`src/rtl/scorpion_actuator.sv`:
```
// Scorpion action-bus receiver: 2-FF sync, stability filter, code decode and
// a timed actuator FSM driving the leg-reverse motor, claw and sting.
module scorpion_actuator #(
  parameter int STABLE_CYCLES = 4,
  parameter int PULSE_LEN     = 8,
  parameter int STING_LEN     = 4,
  parameter int COOLDOWN      = 16
) (
  input  logic       clk_i,
  input  logic       reset_i,
  input  logic [3:0] pio_in_i,
  output logic [1:0] action_o,
  output logic       err_o,
  output logic       motor_back_o,
  output logic       claw_o,
  output logic       sting_o,
  output logic       busy_o
);

  localparam int TMAX01 = (PULSE_LEN > STING_LEN) ? PULSE_LEN : STING_LEN;
  localparam int TMAX   = (TMAX01 > COOLDOWN) ? TMAX01 : COOLDOWN;
  localparam int TW     = $clog2(TMAX + 1);
  localparam int CW     = $clog2(STABLE_CYCLES + 1);

  localparam logic [1:0] A_WAIT = 2'b00;
  localparam logic [1:0] A_RET  = 2'b01;
  localparam logic [1:0] A_ATK  = 2'b10;
  localparam logic [1:0] A_DART = 2'b11;

  typedef enum logic [2:0] {
    IDLE, RETREAT, CLAW_ON, CLAW_OFF, STING, COOL, DART_HOLD
  } state_e;

  logic [3:0]    sync1_q, s_q, cand_q, last_q;
  logic [CW-1:0] cnt_q, cnt_d;
  logic          accept, legal;
  logic [1:0]    dec;

  // cnt saturates at STABLE_CYCLES, so the accept fires only on the edge it gets there
  always_comb begin
    if (s_q != cand_q)                       cnt_d = CW'(1);
    else if (cnt_q == CW'(STABLE_CYCLES))    cnt_d = cnt_q;
    else                                     cnt_d = cnt_q + CW'(1);
    accept = (cnt_d == CW'(STABLE_CYCLES)) &&
             ((cnt_q != CW'(STABLE_CYCLES)) || (s_q != cand_q));
  end

  always_comb begin
    legal = 1'b1;
    dec   = A_WAIT;
    case (s_q)
      4'b0000: dec = A_WAIT;
      4'b1000: dec = A_RET;
      4'b0101: dec = A_ATK;
      4'b0010: dec = A_DART;
      default: legal = 1'b0;
    endcase
  end

  always_ff @(posedge clk_i) begin
    if (reset_i) begin
      sync1_q  <= '0;
      s_q      <= '0;
      cand_q   <= '0;
      cnt_q    <= '0;
      last_q   <= '0;
      action_o <= A_WAIT;
      err_o    <= 1'b0;
    end else begin
      sync1_q <= pio_in_i;
      s_q     <= sync1_q;
      cand_q  <= s_q;
      cnt_q   <= cnt_d;
      err_o   <= accept && !legal && (s_q != last_q);
      if (accept) begin
        last_q <= s_q;
        if (legal) action_o <= dec;
      end
    end
  end

  state_e        state_q, state_d;
  logic [TW-1:0] tmr_q;

  function automatic state_e follow(input logic [1:0] a);
    case (a)
      A_RET:   return RETREAT;
      A_ATK:   return CLAW_ON;
      A_DART:  return STING;
      default: return IDLE;
    endcase
  endfunction

  function automatic logic [TW-1:0] load(input state_e st);
    case (st)
      CLAW_ON, CLAW_OFF: return TW'(PULSE_LEN - 1);
      STING:             return TW'(STING_LEN - 1);
      COOL:              return TW'(COOLDOWN - 1);
      default:           return '0;
    endcase
  endfunction

  always_comb begin
    state_d = state_q;
    if (action_o == A_RET) state_d = RETREAT;
    else begin
      case (state_q)
        IDLE, RETREAT: state_d = follow(action_o);
        CLAW_ON:   if (action_o != A_ATK) state_d = follow(action_o);
                   else if (tmr_q == '0)  state_d = CLAW_OFF;
        CLAW_OFF:  if (action_o != A_ATK) state_d = follow(action_o);
                   else if (tmr_q == '0)  state_d = CLAW_ON;
        STING:     if (tmr_q == '0) state_d = COOL;
        // after cooldown a held dart parks instead of firing again
        COOL:      if (tmr_q == '0)
                     state_d = (action_o == A_DART) ? DART_HOLD : follow(action_o);
        DART_HOLD: if (action_o != A_DART) state_d = follow(action_o);
        default:   state_d = IDLE;
      endcase
    end
  end

  always_ff @(posedge clk_i) begin
    if (reset_i) begin
      state_q      <= IDLE;
      tmr_q        <= '0;
      motor_back_o <= 1'b0;
      claw_o       <= 1'b0;
      sting_o      <= 1'b0;
      busy_o       <= 1'b0;
    end else begin
      state_q      <= state_d;
      if (state_d != state_q) tmr_q <= load(state_d);
      else if (tmr_q != '0)   tmr_q <= tmr_q - TW'(1);
      motor_back_o <= (state_d == RETREAT);
      claw_o       <= (state_d == CLAW_ON);
      sting_o      <= (state_d == STING);
      busy_o       <= (state_d != IDLE);
    end
  end

endmodule

```
`config.mk`:
```
export PLATFORM = sky130hd
export DESIGN_NAME = scorpion_actuator
export DESIGN_NICKNAME = d
export VERILOG_FILES = /design/src/rtl/scorpion_actuator.sv
export SDC_FILE = /design/constraint.sdc
export NUM_CORES = 1
export LEC_CHECK = 0
export ABC_AREA = 1
export ABC_CLOCK_PERIOD_IN_PS = 1600
export BUFFER_PORTS_ARGS = -buffer_cell sky130_fd_sc_hd__buf_4
export CAP_MARGIN = 20
export CORE_MARGIN = 1.5
export CORE_UTILIZATION = 52
export DETAILED_ROUTE_END_ITERATION = 12
export GPL_ROUTABILITY_DRIVEN = 0
export HOLD_SLACK_MARGIN = 0.03
export PLACE_DENSITY_LB_ADDON = 0.12
export SYNTH_ARGS = -nofsm -noshare
export SYNTH_HDL_FRONTEND = slang
export SYNTH_SLANG_ARGS = --single-unit
```
`constraint.sdc`:
```
create_clock -name clk_i -period 1.6 [get_ports clk_i]
set_input_delay 0.16 -clock clk_i [delete_from_list [all_inputs] [get_ports clk_i]]
set_output_delay 0.16 -clock clk_i [all_outputs]
set_load 0.02 [all_outputs]
```
==> out/metrics.yaml, run 1 <==
outcome: "finished with violations"
failing_checks: "setup timing"
placement.cell_area_mm2: 0.00189
initialDrtViolationCount: 58
synth_async_sr_flop_share: 0
synth_sequential_area_ratio: 0.425
maxClockFrequency_mhz: 573
cts.path.max_buffers: 2
rsz0062_at_grt: "yes"
grt-ovfl-total: 0
synthesized_netlist_net_count: 227
placedCellCount: 277
ctsHtreeMaxLevel: 2
clock_tree_from_tritoncts: "yes"
detail_route.drc_violations: 0
finalPower_mw: 2.41
routed-via-count: 1493
postLayoutSetupSlackWorst_ps: -145
critical_path.startpoint_type: "flip-flop"
min_period_over_period: 1.09
final_core_utilization: 0.731
initial_core_util: 0.566
critical_path_end: "tmr_q[3]"
core_mm2: 0.00283
post_synthesis_area_per_instance_um2: 7.38
synth_cells: 217
grt_pass1_vias: 1392
final_cell_area_mm2: 0.00207
io_pins: 13
holdWs_ps: 37.3
timing.setup.tns_ps: -531
global_route_wire_length_before_repair_mm: 5.61
stdcell_count: 290
routed_via_density: 5.15
clk_transition_reported_paths_ps: 90
area_growth_pct: 29.1
place_hpwl_mm: 2.40
synth.yosys.warnings: 0
die_w_um: 58.5
synth_top_flop_cell: "sky130_fd_sc_hd__dfxtp_1"
rows: 19
timing.critical_path.from: "tmr_q[0]"
synth-edff-count: 0
num-nets-final: 270
totalWireLength_mm: 3.45
beginning_of_the_worst_register_to_register_path: "tmr_q[0]"
final_antenna_net_count: 0
clock_insertion_delay_worst_skew_ps: 340
critical_path_required_ps: 1880
timing.critical_path.fanout_max: 3
postSynthRegisterBits: 34
slew-limit-headroom: 0.823
reg2reg_setup_slack_ps: -140
ctsRootBufferMaster: "sky130_fd_sc_hd__clkbuf_4"
dieArea_mm2: 0.00342
die_h_um: 58.5
report.final.setup_viol: 5
grt_max_degree: 26
final_period_minus_worst_setup_slack_ps: 1740
report.final.hold_viol_count: 0
regToRegEndpoint: "tmr_q[3]"
clock_sinks: 34
setup.worst_path.class: "reg -> reg"
track_usage: 0.214
wl_per_cell_um: 11.9
clock-skew-final_ps: 12.6
power_per_cell_area_mw_per_mm2: 1170
grt_antenna_before_repair: 0
tritoncts.num_buffers: 5
max-cap-violations: 0
detail_route.first_pass.iterations: 4
slew_violations: 0
dp_slack_ps: -183
slew_at_the_pin_closest_to_its_max_slew_limit_ps: 264
count_of_antenna_diodes_in_the_layout: 0
critical_path.endpoint_type: "flip-flop"
worstPathArrival_ps: 2030
worst_ir_drop_vdd_uv: 948
hold_path.class: "in -> reg"
p_leak_nw: 1.04
synth.distinct_cells: 25
worst_hold_startpoint: "pio_in_i[0]"
port_buffers: 12
post_synthesis_cell_area_mm2: 0.00160
worst-r2r-cell-count: 14
post_route_cells_drive_above_1_share: 0.328
where the power goes:
group	switching, mW	internal (mW)
combinational	0.512	0.434
clock	0.263	0.198
sequential	0.0715	0.932
total	0.847	1.56
metal layers:
| metal | track usage | vias up | share of wire |
|---|---|---|---|
| met4 | 0.0764 | 0 | 0.027 |
| met2 | 0.350 | 38 | 0.47 |
| li1 | - | 768 | - |
| met3 | 0.0747 | 10 | 0.052 |
| met1 | 0.262 | 677 | 0.45 |
| met5 | 0 | - | 0 |
cell families (layout without fill, tap and decap cells):
family                     after synthesis  count (layout)  synth area share
AOI/OAI and AO/OA                       24              24            0.0774
xor gates and xnor gates                11              11            0.0602
adders and majority gates                4               4            0.0313
buffers and inverters                   39              81            0.0914
DFF                                     34              34             0.425
and+or+nand+nor                        105             105             0.315
worst max-delay path, stage by stage (launching register included):
cell                      delay (ps)
sky130_fd_sc_hd__dfxtp_2         330
sky130_fd_sc_hd__inv_2            80
sky130_fd_sc_hd__ha_4            140
sky130_fd_sc_hd__inv_2            40
sky130_fd_sc_hd__nor2_4           80
sky130_fd_sc_hd__a21oi_1          70
sky130_fd_sc_hd__nor2_1          130
sky130_fd_sc_hd__nand2_2          90
sky130_fd_sc_hd__nand2_2          90
sky130_fd_sc_hd__buf_6           100
sky130_fd_sc_hd__nand4_1         140
sky130_fd_sc_hd__buf_4           190
sky130_fd_sc_hd__nand2_1          60
sky130_fd_sc_hd__nand2_1          50
sky130_fd_sc_hd__nor2_1           90
worst min-delay path by stage:
stage | endpoint | slack, ps | cells past startpoint
floorplan | sync1_q[0] | 270 | 2
global route | sync1_q[0] | 30 | 3
global placement | sync1_q[3] | 360 | 3
detailed placement | sync1_q[3] | 370 | 3
finish | sync1_q[0] | 40 | 3
CTS | sync1_q[0] | 40 | 3
layout by cell type, fill, tap and decap left out, types with 4 or more instances in the layout:
cell,n
sky130_fd_sc_hd__nor2_4,4
sky130_fd_sc_hd__inv_2,7
sky130_fd_sc_hd__a21oi_1,9
sky130_fd_sc_hd__nand2_2,7
sky130_fd_sc_hd__nor2_2,4
sky130_fd_sc_hd__inv_1,26
sky130_fd_sc_hd__nand3_1,12
sky130_fd_sc_hd__dfxtp_1,28
sky130_fd_sc_hd__nand3_2,4
sky130_fd_sc_hd__o21ai_0,9
sky130_fd_sc_hd__nand4_1,6
sky130_fd_sc_hd__nor2_1,27
sky130_fd_sc_hd__buf_4,35
sky130_fd_sc_hd__dfxtp_2,6
sky130_fd_sc_hd__xor2_1,11
sky130_fd_sc_hd__clkbuf_4,5
sky130_fd_sc_hd__nand2_1,29
registers in the layout, summed over array words and instances (netlist names), 2 cells and up:
register	count
tmr_q	5
s_q	4
action_o	2
cand_q	4
state_q	3
last_q	4
sync1_q	4
cnt_q	3
synthesized netlist by cell type (2+ instances only):
cell | number | area [um2]
sky130_fd_sc_hd__or2_2 | 2 | 12.5
sky130_fd_sc_hd__inv_1 | 31 | 116
sky130_fd_sc_hd__nor3_1 | 2 | 10.0
sky130_fd_sc_hd__and2_1 | 2 | 12.5
sky130_fd_sc_hd__nand2_2 | 3 | 18.8
sky130_fd_sc_hd__nor2_1 | 28 | 105
sky130_fd_sc_hd__clkbuf_1 | 4 | 15.0
sky130_fd_sc_hd__xor2_1 | 11 | 96.3
sky130_fd_sc_hd__nor2_2 | 4 | 25.0
sky130_fd_sc_hd__nor2_4 | 3 | 33.8
sky130_fd_sc_hd__nor4_1 | 3 | 18.8
sky130_fd_sc_hd__nand2_1 | 34 | 128
sky130_fd_sc_hd__clkinv_1 | 2 | 7.51
sky130_fd_sc_hd__nand3_1 | 15 | 75.1
sky130_fd_sc_hd__dfxtp_1 | 34 | 681
sky130_fd_sc_hd__nand4_1 | 6 | 37.5
sky130_fd_sc_hd__ha_1 | 4 | 50.1
sky130_fd_sc_hd__inv_2 | 2 | 7.51
sky130_fd_sc_hd__a21oi_1 | 12 | 60.1
sky130_fd_sc_hd__o21ai_0 | 10 | 50.1
what timing repair did:
item / 4_1_cts / 5_1_grt
setup buffers: 3 / 1
pin swaps: 12 / 5
cloned: 1 / 0
hold endpoints to repair: 3 / 0
endpoints found under the setup margin: 12 / 16
hold buffers: 3 / 0
resized for setup: 9 / 15
cell type report:
class                   count  area, um2
multi-input cells         144        848
repair inverters            1       3.75
repair buffers             39        304
well taps                  31       38.8
clock buffers               6       51.3
fillers                   228        762
inverters                  35        133
flip-flops and latches     34        688
Power figures use the tool's default switching activity.
==> run 2, diff against run 1 <==
--- a/config.mk
+++ b/config.mk
@@ -7,14 +7,15 @@
 export LEC_CHECK = 0
 export ABC_AREA = 1
 export ABC_CLOCK_PERIOD_IN_PS = 1600
-export BUFFER_PORTS_ARGS = -buffer_cell sky130_fd_sc_hd__buf_4
+export BUFFER_PORTS_ARGS = -buffer_cell sky130_fd_sc_hd__buf_2
 export CAP_MARGIN = 20
 export CORE_MARGIN = 1.5
 export CORE_UTILIZATION = 52
+export CTS_BUF_LIST = sky130_fd_sc_hd__clkbuf_16
 export DETAILED_ROUTE_END_ITERATION = 12
 export GPL_ROUTABILITY_DRIVEN = 0
 export HOLD_SLACK_MARGIN = 0.03
-export PLACE_DENSITY_LB_ADDON = 0.12
+export PLACE_DENSITY = 0.84
 export SYNTH_ARGS = -nofsm -noshare
 export SYNTH_HDL_FRONTEND = slang
 export SYNTH_SLANG_ARGS = --single-unit
==> run 2 against run 1 <==
  * The flow still finishes with violations (setup timing)
  * First-iteration DRC count down 21%
  * Final cell count increased by 1.0%
  * Combinational power fell by 3.6%
  * Setup slack gained 18 ps
  * Design area grew 4.8%
  * Fmax rose by 1.0%
  * Clock skew down 8.4 ps
==> out/metrics.yaml, run 2 (same netlist as run 1, synthesis figures left out) <==
placedCellCount: 276  # -0.36%
postLayoutSetupSlackWorst_ps: -127  # +18.1 ps
multi_input_area_um2: 858  # +1.2%
num-nets-final: 272  # +0.74%
worstPathArrival_ps: 1940  # -90 ps
place_hpwl_mm: 2.24  # -6.6%
stdcell_count: 293  # +1.0%
critPathSlowestCell: "sky130_fd_sc_hd__dfxtp_2"
final_period_minus_worst_setup_slack_ps: 1730  # -18.1 ps
registers.top_by_ff_count: "tmr_q"
detail_route.first_pass.iterations: 6  # +2
global_route.usage.met2: 0.350  # unchanged
critical_path_required_ps: 1820  # -60 ps
post_route_cells_drive_above_1_share: 0.351  # +0.0230
final_core_utilization: 0.766  # +0.0354
cts.path.max_buffers: 2  # unchanged
fillers: 180  # -21%
core_mm2: 0.00283  # unchanged
totalWireLength_mm: 3.72  # +7.6%
slew_at_the_pin_closest_to_its_max_slew_limit_ps: 456  # +192 ps
clock_insertion_delay_worst_skew_ps: 280  # -60 ps
clock_sinks: 34  # unchanged
routed-via-count: 1500  # +0.47%
die_w_um: 58.5  # unchanged
rows: 19  # unchanged
min_period_over_period: 1.08  # -0.0113
detail_route.drc_violations: 0  # unchanged
groute.layer.met1.usage: 0.249  # -0.0131
io_pins: 13  # unchanged
report.final.hold_viol_count: 0  # unchanged
rsz0062_at_grt: "yes"
report.final.setup_viol: 5  # unchanged
area_growth_pct: 35.3
port_buffers: 12  # unchanged
initial_core_util: 0.566  # unchanged
power_per_cell_area_mw_per_mm2: 1370  # +18%
setup.worst_path.class: "reg -> reg"
met3_usage: 0.0681  # -0.00659
global_route_wire_length_before_repair_mm: 5.60  # -0.25%
path_cells: "inv_2 -> ha_4 -> inv_2 -> nor2_4 -> nand3_2 -> nand2_1 -> nor2_1 -> nand2_2 -> nand2_2 -> buf_4 -> nand4_1 -> buf_4 -> nand2_1 -> nand2_1 -> nor2_1"
maxClockFrequency_mhz: 579  # +1.0%
ctsHtreeMaxLevel: 2  # unchanged
dieArea_mm2: 0.00342  # unchanged
tritoncts.num_buffers: 5  # unchanged
cts.hold.buffers_added: 0  # -3
ff_latch_area_um2: 688  # unchanged
timing.critical_path.fanout_max: 3  # unchanged
clock-skew-final_ps: 4.20  # -8.39 ps
initialDrtViolationCount: 46  # -21%
worst_ir_drop_vdd_uv: 1010  # +6.9%
max-cap-violations: 0  # unchanged
ctsRootBufferMaster: "sky130_fd_sc_hd__clkbuf_16"
slew-limit-headroom: 0.693  # -0.129
routed_via_density: 5.12  # -0.56%
critical_path.endpoint_type: "flip-flop"
grt-ovfl-total: 0  # unchanged
track_usage: 0.221  # +0.00620
outcome: "finished with violations"
grt_antenna_before_repair: 0  # unchanged
critical_path.startpoint_type: "flip-flop"
failing_checks: "setup timing"
p_leak_nw: 1.08  # +3.2%
most-common-layout-cells: "sky130_fd_sc_hd__nand2_1 (28), sky130_fd_sc_hd__dfxtp_1 (28), sky130_fd_sc_hd__buf_4 (28)"
slew_violations: 0  # unchanged
grt_max_degree: 25  # -3.8%
global_route.peak_usage_layer: "met2"
count_of_antenna_diodes_in_the_layout: 0  # unchanged
wl_per_cell_um: 12.7  # +6.5%
cp_common_cell: "sky130_fd_sc_hd__nand2_1"
slowest_delay_ps: 330  # about the same
final_antenna_net_count: 0  # unchanged
hold_path.class: "in -> reg"
clk_transition_reported_paths_ps: 50  # -40 ps
largest_register_ffs: 5  # unchanged
clock_tree_from_tritoncts: "yes"
die_h_um: 58.5  # unchanged
grt_pass1_vias: 1400  # +0.57%
==> run 2: timing repair <==
| item | in CTS | in global routing |
|---|---|---|
| gates cloned | 0 | 1 |
| setup endpoints to repair | 11 | 14 |
| gates resized for setup | 5 | 23 |
| setup buffers | 2 | 7 |
| pin swaps | 7 | 2 |
==> run 2: area by class of cell <==
type	instances	share of cell area
clock inverters	2	0.0156
repair inverters	1	0.00346
clock buffers	5	0.0577
flip-flops and latches	34	0.318
repair buffers	41	0.130
well taps	31	0.0179
multi-input cells	144	0.396
inverters	35	0.0618
==> run 2: critical path: cells and delay by family, from the launching register on <==
kind / cells / cell delay (ps)
DFF: 1 / 330
adders and majority gates: 1 / 150
and+or+nand+nor: 10 / 820
buffers and inverters: 4 / 400
==> run 2: metrics by stage <==
step	hold WS [ps]	setup slack (ps)	total power [mW]	setup TNS [ps]	cell area (um2)
3_5_place_dp	370	-193	1.80	-715	1850
3_3_place_gp	361	-122	1.78	-419	1850
4_1_cts	84.0	-100	2.89	-344	2040
6_report	83.4	-127	2.97	-530	2170
2_1_floorplan	267	-77.0	1.59	-188	1620
5_1_grt	92.0	-272	3.13	-1330	2170
==> run 2: worst paths after layout <==
path / startpoint / endpoint / slack, ps / cells after the start
hold / removal: pio_in_i[1] / sync1_q[1] / 80 / 3
setup reg to reg: tmr_q[0] / tmr_q[3] / -130 / 15
setup / recovery: tmr_q[0] / tmr_q[3] / -130 / 15
hold reg to reg: sync1_q[1] / s_q[1] / 400 / 2
==> run 2: per-layer routing <==
layer | vias to the layer above | routed length (um)
met1 | 667 | 1620
met4 | 0 | 129
met3 | 17 | 169
met5 | - | 0
met2 | 44 | 1800
li1 | 772 | -
==> run 2: power by group <==
part	total (mW)	leakage, nW	internal (mW)	switching (mW)
clock	1.05	0.0773	0.719	0.332
combinational	0.912	0.718	0.414	0.497
sequential	1.01	0.280	0.935	0.0748
==> run 3, diff against run 2 <==
--- a/config.mk
+++ b/config.mk
@@ -16,6 +16,7 @@
 export GPL_ROUTABILITY_DRIVEN = 0
 export HOLD_SLACK_MARGIN = 0.03
 export PLACE_DENSITY = 0.84
+export RECOVER_POWER = 50
 export SYNTH_ARGS = -nofsm -noshare
 export SYNTH_HDL_FRONTEND = slang
 export SYNTH_SLANG_ARGS = --single-unit
==> run 3 against run 2 <==
  * Sequential power barely moved
  * Total power barely moved
  * Clock skew about the same
  * Die area stayed put
  * Clock power is essentially flat
  * Hold slack barely moved
  * Critical path type unchanged
  * The flow still finishes with violations (setup timing)
  * Highest routed layer unchanged
==> out/metrics.yaml, run 3 (same netlist as run 1, synthesis figures left out) <==
outcome: "finished with violations"
failing_checks: "setup timing"
initial_core_util: 0.566  # unchanged
p_leak_nw: 1.05  # -2.4%
global_route_wire_length_before_repair_mm: 5.60  # unchanged
clock_tree_from_tritoncts: "yes"
rows: 19  # unchanged
path_cells: "inv_2 -> ha_4 -> inv_2 -> nor2_4 -> nand3_2 -> nand2_1 -> nor2_1 -> nand2_2 -> nand2_2 -> buf_4 -> nand4_1 -> buf_4 -> nand2_1 -> nand2_1 -> nor2_1"
wl_per_cell_um: 12.7  # +0.40%
slew-limit-headroom: 0.698  # +0.00467
routed-via-count: 1496  # -0.27%
placedCellCount: 276  # unchanged
critPathSlowestCell: "sky130_fd_sc_hd__dfxtp_2"
clock_sinks: 34  # unchanged
hold_path.class: "in -> reg"
cp_common_cell: "sky130_fd_sc_hd__nand2_1"
registers.top_by_ff_count: "tmr_q"
rsz0062_at_grt: "yes"
p_int_mw: 2.07  # about the same
grt-ovfl-total: 0  # unchanged
grt_max_degree: 25  # unchanged
ctsRootBufferMaster: "sky130_fd_sc_hd__clkbuf_16"
totalWireLength_mm: 3.73  # +0.40%
setup.worst_path.class: "reg -> reg"
worstPathArrival_ps: 1940  # about the same
tritoncts.num_buffers: 5  # unchanged
port_buffers: 12  # unchanged
maxClockFrequency_mhz: 579  # about the same
slew_violations: 0  # unchanged
report.final.setup_viol: 5  # unchanged
timing.critical_path.fanout_max: 3  # unchanged
stdcell_count: 293  # unchanged
die_w_um: 58.5  # unchanged
slowest_delay_ps: 330  # about the same
dieArea_mm2: 0.00342  # unchanged
most-common-layout-cells: "sky130_fd_sc_hd__nand2_1 (28), sky130_fd_sc_hd__dfxtp_1 (28), sky130_fd_sc_hd__inv_1 (27), sky130_fd_sc_hd__nor2_1 (27), sky130_fd_sc_hd__buf_4 (26)"
min_period_over_period: 1.08  # about the same
final_antenna_net_count: 0  # unchanged
final_period_minus_worst_setup_slack_ps: 1730  # -0.459 ps
critical_path.endpoint_type: "flip-flop"
num-nets-final: 272  # unchanged
beginning_of_the_worst_register_to_register_path: "tmr_q[0]"
initialDrtViolationCount: 51  # +11%
count_of_antenna_diodes_in_the_layout: 0  # unchanged
critical_path_required_ps: 1820  # about the same
finalPower_mw: 2.97  # about the same
worst_ir_drop_vdd_uv: 1010  # -0.20%
hold-path-cell-count: 3  # unchanged
clock_insertion_delay_worst_skew_ps: 280  # about the same
grt_pass1_vias: 1400  # unchanged
postLayoutSetupSlackWorst_ps: -126  # +0.459 ps
worst_hold_startpoint: "pio_in_i[1]"
reg2reg_setup_slack_ps: -130  # about the same
area_growth_pct: 34.5
total_switching_power_mw: 0.903  # about the same
power_per_cell_area_mw_per_mm2: 1380  # +0.51%
power_frac_seq: 0.340  # about the same
clock-skew-final_ps: 4.11  # -0.0945 ps
critical_path.startpoint_type: "flip-flop"
place_hpwl_mm: 2.24  # unchanged
ctsHtreeMaxLevel: 2  # unchanged
hold_end: "sync1_q[1]"
io_pins: 13  # unchanged
grt_antenna_before_repair: 0  # unchanged
largest_register_ffs: 5  # unchanged
combPwrFrac: 0.306  # about the same
track_usage: 0.221  # unchanged
worst-r2r-cell-count: 15  # unchanged
max-cap-violations: 0  # unchanged
clk_transition_reported_paths_ps: 50  # about the same
die_h_um: 58.5  # unchanged
slew_at_the_pin_closest_to_its_max_slew_limit_ps: 449  # -6.95 ps
cts.path.max_buffers: 2  # unchanged
post_route_cells_drive_above_1_share: 0.328  # -0.0229
regToRegEndpoint: "tmr_q[3]"
routed_via_density: 5.11  # -0.27%
detail_route.first_pass.iterations: 5  # -1
dp_slack_ps: -193  # unchanged
report.final.hold_viol_count: 0  # unchanged
clock_power_share: 0.354  # about the same
detail_route.drc_violations: 0  # unchanged
swShare: 0.304  # about the same
core_mm2: 0.00283  # unchanged
final_core_utilization: 0.762  # -0.00442
==> run 3: cell count changes in the layout (fill, tap and decap cells not counted) <==
cell                       before  now
sky130_fd_sc_hd__buf_4         28   26
sky130_fd_sc_hd__buf_2         12    8
sky130_fd_sc_hd__clkbuf_1       0    6
==> run 3: timing repair <==
action | CTS | global route
hold buffers | 0 | 0
gates cloned | 0 | 1
setup endpoints to repair | 11 | 14
setup buffers | 2 | 7
pin swaps | 7 | 2
gates resized for setup | 5 | 23
==> run 3: worst max path at each step <==
| stage | startpoint | endpoint | slack, ps | cells after the start |
|---|---|---|---|---|
| 2_1_floorplan | tmr_q[1] | tmr_q[1] | -80 | 17 |
| 3_3_place_gp | tmr_q[1] | tmr_q[1] | -120 | 17 |
| 3_5_place_dp | tmr_q[1] | tmr_q[1] | -190 | 17 |
| 4_1_cts | tmr_q[1] | tmr_q[1] | -100 | 15 |
| 5_1_grt | tmr_q[0] | tmr_q[2] | -270 | 15 |
| 6_report | tmr_q[0] | tmr_q[3] | -130 | 15 |
==> run 3: per-layer routing <==
metal | track usage | up-vias | share of wire
met2 | 0.350 | 37 | 0.49
met5 | 0 | - | 0
met1 | 0.249 | 675 | 0.44
met3 | 0.0681 | 13 | 0.040
met4 | 0.163 | 0 | 0.032
li1 | - | 771 | -
==> run 3: power by group through the flow <==
stage / Sequential (mW) / Combinational [mW] / Clock (mW)
final: 1.01 / 0.909 / 1.05
after global routing: 1.02 / 1.00 / 1.11
after CTS: 1.01 / 0.820 / 1.06
after detailed placement: 1.02 / 0.782 / 0
after global placement: 1.01 / 0.766 / 0
after floorplan: 1.01 / 0.587 / 0
==> run 3: critical path: cells and delay by family, from the launching register on <==
kind / cells / cell delay (ps)
flops: 1 / 330
simple gates: 10 / 810
fa+ha+maj: 1 / 150
buf+inv: 4 / 400
==> run 3: metrics by stage <==
| step | TNS [ps] | hold slack [ps] | area, um2 |
|---|---|---|---|
| after floorplan | -188 | 267 | 1620 |
| after global placement | -419 | 361 | 1850 |
| after detailed placement | -715 | 370 | 1850 |
| after CTS | -344 | 84.0 | 2040 |
| after global routing | -1330 | 92.0 | 2150 |
| final | -536 | 83.4 | 2150 |
==> run 3: area by class of cell <==
type	instances	area [um2]
clock buffers	5	125
clock inverters	2	33.8
fillers	188	674
inverters	35	134
multi-input cells	144	858
flip-flops and latches	34	688
well taps	31	38.8
repair buffers	41	269
repair inverters	1	7.51
